--- config.mk ---
export PLATFORM = sky130hd
export DESIGN_NAME = song_loader
export DESIGN_NICKNAME = d
export VERILOG_FILES = /design/src/rtl/song_loader.sv
export SDC_FILE = /design/constraint.sdc
export NUM_CORES = 1
export LEC_CHECK = 0
export BUFFER_PORTS_ARGS = -buffer_cell sky130_fd_sc_hd__buf_4
export CAP_MARGIN = 20
export CORE_MARGIN = 4
export CORE_UTILIZATION = 60
export DETAILED_ROUTE_END_ITERATION = 8
export GPL_TIMING_DRIVEN = 0
export HOLD_SLACK_MARGIN = 0.15
export PLACE_DENSITY_LB_ADDON = 0.2
export SLEW_MARGIN = 10
export SYNTH_ARGS = -nofsm -noshare
export SYNTH_HDL_FRONTEND = slang
export SYNTH_SLANG_ARGS = --single-unit
export TNS_END_PERCENT = 1
--- constraint.sdc ---
create_clock -name CLK -period 6.5 [get_ports CLK]
set_input_delay 1.3 -clock CLK [delete_from_list [all_inputs] [get_ports CLK]]
set_output_delay 1.3 -clock CLK [all_outputs]
set_load 0.05 [all_outputs]
--- src/rtl/song_loader.sv ---
// UART song loader: packs received byte pairs (high byte first) into 16-bit words and writes them to SRAM.
// Optional trailing checksum verification is enabled by defining SONG_LOADER_CHECKSUM_EN.
module song_loader #(
  parameter int          CLKS_PER_BIT = 434,
  parameter logic [17:0] BASE_ADDR    = 18'h0ff00,
  parameter int          MAX_WORDS    = 256,
  parameter int          WE_CYCLES    = 2
) (
  input  logic        CLK,
  input  logic        RESET,
  input  logic        UART_RX,
  input  logic        START,
  output logic        SRAM_WE,
  output logic        SRAM_CE,
  output logic        SRAM_OE,
  output logic        SRAM_LB,
  output logic        SRAM_UB,
  output logic [17:0] SRAM_A,
  output logic [15:0] SRAM_DQ_OUT,
  output logic        SRAM_DQ_DRIVE,
  output logic        BUSY,
  output logic        DONE,
  output logic        ERR,
  output logic [8:0]  WORD_COUNT
);

  localparam int CNT_W = $clog2(CLKS_PER_BIT + 1);
  localparam int WE_W  = $clog2(WE_CYCLES + 1);
  localparam logic [CNT_W-1:0] BIT_LAST  = CNT_W'(CLKS_PER_BIT - 1);
  localparam logic [CNT_W-1:0] HALF_LAST = CNT_W'(CLKS_PER_BIT / 2 - 1);
  localparam logic [WE_W-1:0]  WE_LAST   = WE_W'(WE_CYCLES - 1);
  localparam logic [8:0]       MAX_CNT   = 9'(MAX_WORDS);

  generate
    if (WE_CYCLES < 1) begin : gWeCheck
      $error("song_loader: WE_CYCLES must be at least 1");
    end
    if (WE_CYCLES + 2 >= 10 * CLKS_PER_BIT) begin : gTimingCheck
      $error("song_loader: SRAM write must finish within one UART byte time");
    end
    if (CLKS_PER_BIT < 2 || MAX_WORDS < 1 || MAX_WORDS > 511) begin : gRangeCheck
      $error("song_loader: CLKS_PER_BIT or MAX_WORDS out of range");
    end
  endgenerate

  assign SRAM_OE = 1'b1;

  // ---------------- UART receiver ----------------
  typedef enum logic [1:0] {RX_IDLE, RX_START, RX_DATA, RX_STOP} rxState_t;

  rxState_t         rxState;
  logic             rxMeta, rxSync, rxPrev;
  logic [CNT_W-1:0] clkCnt;
  logic [2:0]       bitIdx;
  logic [7:0]       shiftReg;
  logic             byteValid, frameErr;

  always_ff @(posedge CLK or posedge RESET) begin
    if (RESET) begin
      rxMeta    <= 1'b1;
      rxSync    <= 1'b1;
      rxPrev    <= 1'b1;
      rxState   <= RX_IDLE;
      clkCnt    <= '0;
      bitIdx    <= '0;
      shiftReg  <= '0;
      byteValid <= 1'b0;
      frameErr  <= 1'b0;
    end else begin
      rxMeta    <= UART_RX;
      rxSync    <= rxMeta;
      rxPrev    <= rxSync;
      byteValid <= 1'b0;
      frameErr  <= 1'b0;
      case (rxState)
        RX_IDLE: begin
          clkCnt <= '0;
          if (rxPrev && !rxSync) rxState <= RX_START;
        end
        RX_START: begin
          if (clkCnt == HALF_LAST) begin
            clkCnt  <= '0;
            bitIdx  <= '0;
            rxState <= rxSync ? RX_IDLE : RX_DATA;
          end else begin
            clkCnt <= clkCnt + 1'b1;
          end
        end
        RX_DATA: begin
          if (clkCnt == BIT_LAST) begin
            clkCnt   <= '0;
            shiftReg <= {rxSync, shiftReg[7:1]};
            bitIdx   <= bitIdx + 1'b1;
            if (bitIdx == 3'd7) rxState <= RX_STOP;
          end else begin
            clkCnt <= clkCnt + 1'b1;
          end
        end
        RX_STOP: begin
          if (clkCnt == BIT_LAST) begin
            clkCnt    <= '0;
            byteValid <= rxSync;
            frameErr  <= !rxSync;
            rxState   <= RX_IDLE;
          end else begin
            clkCnt <= clkCnt + 1'b1;
          end
        end
        default: rxState <= RX_IDLE;
      endcase
    end
  end

  // ---------------- Load / write FSM ----------------
  typedef enum logic [3:0] {
    IDLE, WAIT_HI, WAIT_LO, WR_SETUP, WR_PULSE, WR_HOLD, FINISH
`ifdef SONG_LOADER_CHECKSUM_EN
    , CK_HI, CK_LO
`endif
  } loadState_t;

  loadState_t      loadState;
  logic [7:0]      hiByte;
  logic [17:0]     addrReg;
  logic [WE_W-1:0] weCnt;
`ifdef SONG_LOADER_CHECKSUM_EN
  logic [15:0]     sumReg;
`endif

  always_ff @(posedge CLK or posedge RESET) begin
    if (RESET) begin
      loadState     <= IDLE;
      SRAM_WE       <= 1'b1;
      SRAM_CE       <= 1'b1;
      SRAM_LB       <= 1'b1;
      SRAM_UB       <= 1'b1;
      SRAM_A        <= BASE_ADDR;
      SRAM_DQ_OUT   <= '0;
      SRAM_DQ_DRIVE <= 1'b0;
      BUSY          <= 1'b0;
      DONE          <= 1'b0;
      ERR           <= 1'b0;
      WORD_COUNT    <= '0;
      hiByte        <= '0;
      addrReg       <= BASE_ADDR;
      weCnt         <= '0;
`ifdef SONG_LOADER_CHECKSUM_EN
      sumReg        <= '0;
`endif
    end else begin
      case (loadState)
        IDLE: begin
          // A byte arriving with START is dropped: only START is acted on here.
          if (START) begin
            loadState  <= WAIT_HI;
            DONE       <= 1'b0;
            ERR        <= 1'b0;
            WORD_COUNT <= '0;
            BUSY       <= 1'b1;
            SRAM_CE    <= 1'b0;
            SRAM_LB    <= 1'b0;
            SRAM_UB    <= 1'b0;
            addrReg    <= BASE_ADDR;
`ifdef SONG_LOADER_CHECKSUM_EN
            sumReg     <= '0;
`endif
          end
        end
        WAIT_HI: begin
          if (frameErr) begin
            ERR <= 1'b1;
            loadState <= FINISH;
            BUSY <= 1'b0; SRAM_CE <= 1'b1; SRAM_LB <= 1'b1; SRAM_UB <= 1'b1;
          end else if (byteValid) begin
            hiByte    <= shiftReg;
            loadState <= WAIT_LO;
          end
        end
        WAIT_LO: begin
          if (frameErr) begin
            ERR <= 1'b1;
            loadState <= FINISH;
            BUSY <= 1'b0; SRAM_CE <= 1'b1; SRAM_LB <= 1'b1; SRAM_UB <= 1'b1;
          end else if (byteValid) begin
            // Address and data go out with the setup state so they lead WE by a cycle.
            SRAM_A        <= addrReg;
            SRAM_DQ_OUT   <= {hiByte, shiftReg};
            SRAM_DQ_DRIVE <= 1'b1;
            loadState     <= WR_SETUP;
          end
        end
        WR_SETUP: begin
          SRAM_WE   <= 1'b0;
          weCnt     <= '0;
          loadState <= WR_PULSE;
        end
        WR_PULSE: begin
          if (weCnt == WE_LAST) begin
            SRAM_WE   <= 1'b1;
            loadState <= WR_HOLD;
          end else begin
            weCnt <= weCnt + 1'b1;
          end
        end
        WR_HOLD: begin
          WORD_COUNT    <= WORD_COUNT + 9'd1;
          addrReg       <= addrReg + 18'd1;
          SRAM_DQ_DRIVE <= 1'b0;
`ifdef SONG_LOADER_CHECKSUM_EN
          sumReg        <= sumReg + SRAM_DQ_OUT;
`endif
          if (SRAM_DQ_OUT[15:12] == 4'b0000) begin
`ifdef SONG_LOADER_CHECKSUM_EN
            loadState <= CK_HI;
`else
            DONE <= 1'b1;
            loadState <= FINISH;
            BUSY <= 1'b0; SRAM_CE <= 1'b1; SRAM_LB <= 1'b1; SRAM_UB <= 1'b1;
`endif
          end else if (WORD_COUNT + 9'd1 == MAX_CNT) begin
            ERR <= 1'b1;
            loadState <= FINISH;
            BUSY <= 1'b0; SRAM_CE <= 1'b1; SRAM_LB <= 1'b1; SRAM_UB <= 1'b1;
          end else begin
            loadState <= WAIT_HI;
          end
        end
`ifdef SONG_LOADER_CHECKSUM_EN
        CK_HI: begin
          if (frameErr) begin
            ERR <= 1'b1;
            loadState <= FINISH;
            BUSY <= 1'b0; SRAM_CE <= 1'b1; SRAM_LB <= 1'b1; SRAM_UB <= 1'b1;
          end else if (byteValid) begin
            hiByte    <= shiftReg;
            loadState <= CK_LO;
          end
        end
        CK_LO: begin
          if (frameErr || (byteValid && {hiByte, shiftReg} != sumReg)) begin
            ERR <= 1'b1;
            loadState <= FINISH;
            BUSY <= 1'b0; SRAM_CE <= 1'b1; SRAM_LB <= 1'b1; SRAM_UB <= 1'b1;
          end else if (byteValid) begin
            DONE <= 1'b1;
            loadState <= FINISH;
            BUSY <= 1'b0; SRAM_CE <= 1'b1; SRAM_LB <= 1'b1; SRAM_UB <= 1'b1;
          end
        end
`endif
        FINISH: loadState <= IDLE;
        default: loadState <= IDLE;
      endcase
    end
  end

endmodule
## Word level (Yosys, flattened, before mapping)

Cells that the tools add are included.
Widths: inputs -> output; s select.

- Add/subtract/negate cells: 5
- Multiply operators: 0
- Div/mod/pow operators: 0
- Magnitude comparators: 0
- Eq/ne operators: 30
- Shift-type cells: 0
- Muxes and demuxes: 51
- Bitwise operators: 1
- Reduce and logical (&&, ||, !) cells: 25

Operators by type and width:

| cell | number |
|---|---|
| $pmux 18 s2 | 1 |
| $mux 9 | 3 |
| $pmux 9 s3 | 1 |
| $ne 2x2->1 const B | 13 |
| $mux 4 | 6 |
| $pmux 4 s6 | 1 |
| $add 18x1->18 const B | 1 |
| $add 9x1->9 const B | 2 |
| $eq 9x9->1 const B | 2 |
| $mux 18 | 1 |
| $pmux 9 s2 | 1 |
| $mux 1 | 17 |
| $reduce_and 3->1 | 5 |
| $mux 2 | 7 |
| $mux 3 | 4 |
| $reduce_and 5->1 | 2 |
| $eq 9x8->1 const B | 1 |
| $ne 3x3->1 const B | 3 |
| $pmux 1 s3 | 3 |
| $eq 4x2->1 const B | 2 |
| $eq 4x3->1 const B | 2 |
| $logic_not 4->1 | 2 |
| $pmux 2 s4 | 1 |
| $reduce_and 2->1 | 4 |
| other kinds (18) | 27 |

- Register bits after elaboration: 108
- Latch bits: 0
- Memory bits (writable): 0
- ROM bits: 0
- Input bits: 4
- Output and inout port bits: 52
- Logic and storage cells: 134
- Memories kept: 0

## Logic depth before layout (Yosys ltp)

- Word-level depth: 5
- Gate-level depth with buffers: 6
- Depth with buffers taken out: 6

## Worst setup path after synthesis

OpenSTA, ideal clock, no wires.

- Path type: input port to flip-flop
- Start point: input port START
- End point: register WORD_COUNT[3]
- Setup time: 0.148 ns
- Arrival time: 2.092 ns
- Required time: 6.352 ns
- Path slack: 4.259 ns
- Stages: 5
- Buffers on the path: 1
- Cell sequence: nor4b_4 -> nor2_1 -> buf_2 -> o21ai_0 -> o31ai_1

- Word-level cells in the longest chain between the ends: 2

Ends and longest elaborated chain:

| element | line | text |
|---|---|---|
| start, declared | 12 | `input logic START,` |
| $ne 2x2->1 (no source line) | -- |  |
| $reduce_and 2->1 (no source line) | -- |  |
| end signal, assigned | 206 | `WORD_COUNT <= WORD_COUNT + 9'd1;` |
| end, declared | 24 | `output logic [8:0] WORD_COUNT` |

No other way between the ends.
A chain may end at the register's enable or synchronous reset.

## Worst setup path after layout

- Start point: register SRAM_UB
- End point: output port SRAM_UB

RTL lines:

| element | line | text |
|---|---|---|
| start, declared | 17 | `output logic SRAM_UB,` |
| start signal, assigned | 136 | `SRAM_UB <= 1'b1;` |
| start signal, assigned | 162 | `SRAM_UB <= 1'b0;` |
| start signal, assigned | 173 | `BUSY <= 1'b0; SRAM_CE <= 1'b1; SRAM_LB <= 1'b1; SRAM_UB <= 1'b1;` |

No word-level cell between the ends.

==> results.toml <==
[sta]
fin_skew_ns = 0.0148
hold_viol = 0
tightest_slew_ns = 0.655
timing.final.crit_share_pct = 38.9
setup_slack_ns = 3.97
relSlewSlack_pct = 56.0
finalSetupViolations = 0
period_needed_ns = 2.53
setup-tns-final_ns = 0
hold_ws_ns = 0.367
fmax_mhz = 395
rsz0062_at_grt = "false"
slew_viol_final = 0

[clock_network]
clk-insertion-delay-late_ns = 0.38
ctsHoldBuffers = 0
clock-root-buffer = "clkbuf_8"
clock_path_buffers = 2
cts.sinks = 107
cts_setup_buffers = 0
cts_buffers = 9
cts_resized = 0
htreeDepth = 3
path_clk_slew_ns = 0.10
cts_tree = "built"

[run_status]
status = "finished clean"

[floorplanning]
rows = 32
dieWidth_um = 98.4
initial_core_util_pct = 62.5
io_pins = 56
die_area_um2 = 9690
coreArea_um2 = 7850
die_h_um = 98.4

[setup_path]
cp_cell_sequence = "buf_4 -> buf_4"
crit_path_max_incr_delay_ns = 0.58
cp_slowest_cell = "dfstp_2"
setup.worst_path.end_class = "output port"
crit_arrival_ns = 1.23
crit_path_frequent_cell = "buf_4"
cp_num_buf_inv = 2
crit_family = "flip-flops"
r2r_start = "loadState[2]"
worstReg2RegEnd = "WORD_COUNT[7]"
cp_max_fo = 4
startpoint_type = "flip-flop"
path_class = "reg2out"
worstRegToRegCells = 6
regToRegSetupSlack_ns = 4.55
crit_required_ns = 5.20

[hold_path]
hold_path_depth = 0
worstHoldStart = "rxMeta"
hp-class = "reg2reg"
holdPathEnd = "rxSync"

[synth]
syn-cell-area_um2 = 4910
yosys_warnings = 0
seq_area_frac_synth_pct = 55.1
ys.flop_type = "dfrtp_1"
syn_avg_cell_area_um2 = 12.0
ys_types = 63
synthCells = 409
ys_ff_latch = 107
synth-async-reset-ratio_pct = 100
synth-edff-count = 0
syn_nets = 421

[power_and_ir_drop]
powerDensity_nw_per_um2 = 217
p_total_mw = 1.23
irDropWorstVdd_mv = 0.157
p_leak_nw = 2.75

[place]
place_ws_ns = 3.87
dp_hpwl_mm = 6.60
dp_cells = 566
numPortBuffers = 54
gp_congestion = 0.844

[final_layout]
nets = 487
diodes = 0
drive_gt1_share_pct = 35.0
syn_to_final_growth_pct = 15.5
fillers = 558
final_cells = 582
multi_input_area_um2 = 2050
layout.cells.most_common = "dfrtp_1"
seq_area_um2 = 2700
final_cell_mix = "dfrtp_1 (86), buf_4 (57), mux2_2 (47)"

[global_routing]
gr-total-overflow = 0
grt.total_usage_pct = 20.0
grt_max_degree = 80
use_met3_pct = 4.32
antenna_found_initial = 0
grt_use_met1_pct = 26.9
use_met2_pct = 32.6
grt_pass1_wl_mm = 15.8
busiest_layer = "met2"
grt_pass1_vias = 3373

[flow_run]
maxCapViolations = 0

[route]
first_pass_iters = 4
wl_mm = 9.27
via_per_inst = 5.81
dr.first_iter.drc_count = 87
ant_nets = 0
num_vias = 3383
drc = 0
drt-wirelength-per-cell_um = 15.9
-- state kept, by name (all words and copies together), names as in the netlist, 3 cells and up, named ones only --
name	count
hiByte	8
bitIdx	3
addrReg	18
SRAM_A	18
shiftReg	8
SRAM_DQ_OUT	16
WORD_COUNT	9
loadState	3
clkCnt	9
-- cell usage after synthesis, drive strengths merged (2+ instances only) --
cell type | number | area share [%]
and4b | 2 | 0.41
nor3b | 2 | 0.31
nor3 | 3 | 0.54
o21ai | 24 | 2.4
a21o | 2 | 0.31
o21a | 2 | 0.31
mux2 | 49 | 11
nand3b | 2 | 0.56
o211ai | 4 | 0.61
nand2 | 21 | 1.6
buf | 14 | 1.7
nor2 | 30 | 2.3
or4 | 3 | 0.54
a211oi | 3 | 0.46
nor2b | 2 | 0.25
a31oi | 7 | 0.89
dfstp | 21 | 11
nor4 | 4 | 1.1
nor4b | 2 | 0.66
and2 | 2 | 0.25
a21oi | 11 | 1.1
nand4b | 3 | 0.79
dfrtp | 86 | 44
and4 | 2 | 0.36
clkbuf | 7 | 0.54
xnor2 | 5 | 0.89
a311oi | 2 | 0.36
and3 | 7 | 0.89
o22ai | 4 | 0.51
ha | 8 | 2.0
mux2i | 9 | 1.8
nand3 | 20 | 2.0
nand2b | 2 | 0.41
a22o | 3 | 0.54
nand4 | 8 | 1.0
inv | 11 | 0.84
o31ai | 2 | 0.31
a221o | 2 | 0.41
xor2 | 4 | 0.71
-- stage by stage --
stage / area, um2 / util [%]
global route: 5670 / 72.3
finish: 5670 / 72.3
global placement: 5440 / 69.3
detailed placement: 5470 / 69.8
CTS: 5670 / 72.3
floorplan: 4910 / -
-- layer usage --
layer | share of wire [%] | vias up | wire length [um]
met1 | 44 | 1686 | 4110
met3 | 4.3 | 12 | 400
met2 | 50 | 65 | 4640
li1 | - | 1620 | -
met5 | 0 | - | 0
met4 | 1.3 | 0 | 125
-- worst max-delay path by stage --
stage,start,end,cells past startpoint
after detailed placement,START,WORD_COUNT[3],6
after CTS,SRAM_UB,SRAM_UB,2
after global placement,RESET,SRAM_A[6],2
final,SRAM_UB,SRAM_UB,2
after global routing,SRAM_UB,SRAM_UB,2
after floorplan,RESET,BUSY,1
-- power breakdown --
part	internal, mW	leakage (nW)	switching [mW]
combinational	0.0472	1.26	0.0608
sequential	0.693	1.39	0.0339
clock	0.157	0.0962	0.239
-- kinds of logic (layout without fill, tap and decap cells) --
group | after synthesis | in the layout | share of synthesized area, %
buffers and inverters | 32 | 103 | 3.08
AO/OA/AOI/OAI | 74 | 74 | 9.99
AND/OR/NAND/NOR | 120 | 120 | 15.0
flip-flops | 107 | 107 | 55.1
other | 1 | 1 | 0.0764
XOR/XNOR | 9 | 9 | 1.61
adder cells (fa/ha/maj) | 8 | 8 | 2.04
multiplexers | 58 | 58 | 13.1
-- worst register-to-register path: stages, from the launching register on --
cell and delay [ns]:
dfrtp_1 0.44, buf_2 0.22, nor4b_4 0.58, nor2_1 0.12, buf_2 0.21, o21ai_0 0.18, o21ai_0 0.10
-- cell type report --
type	count	area share [%]
inverters	11	0.816
clock buffers	10	2.43
flip-flops and latches	107	47.7
multi-input cells	270	36.2
repair buffers	55	7.63
clock inverters	6	1.04
well taps	102	2.25
plain buffers	21	1.94
(Power assumes the default switching activity.)
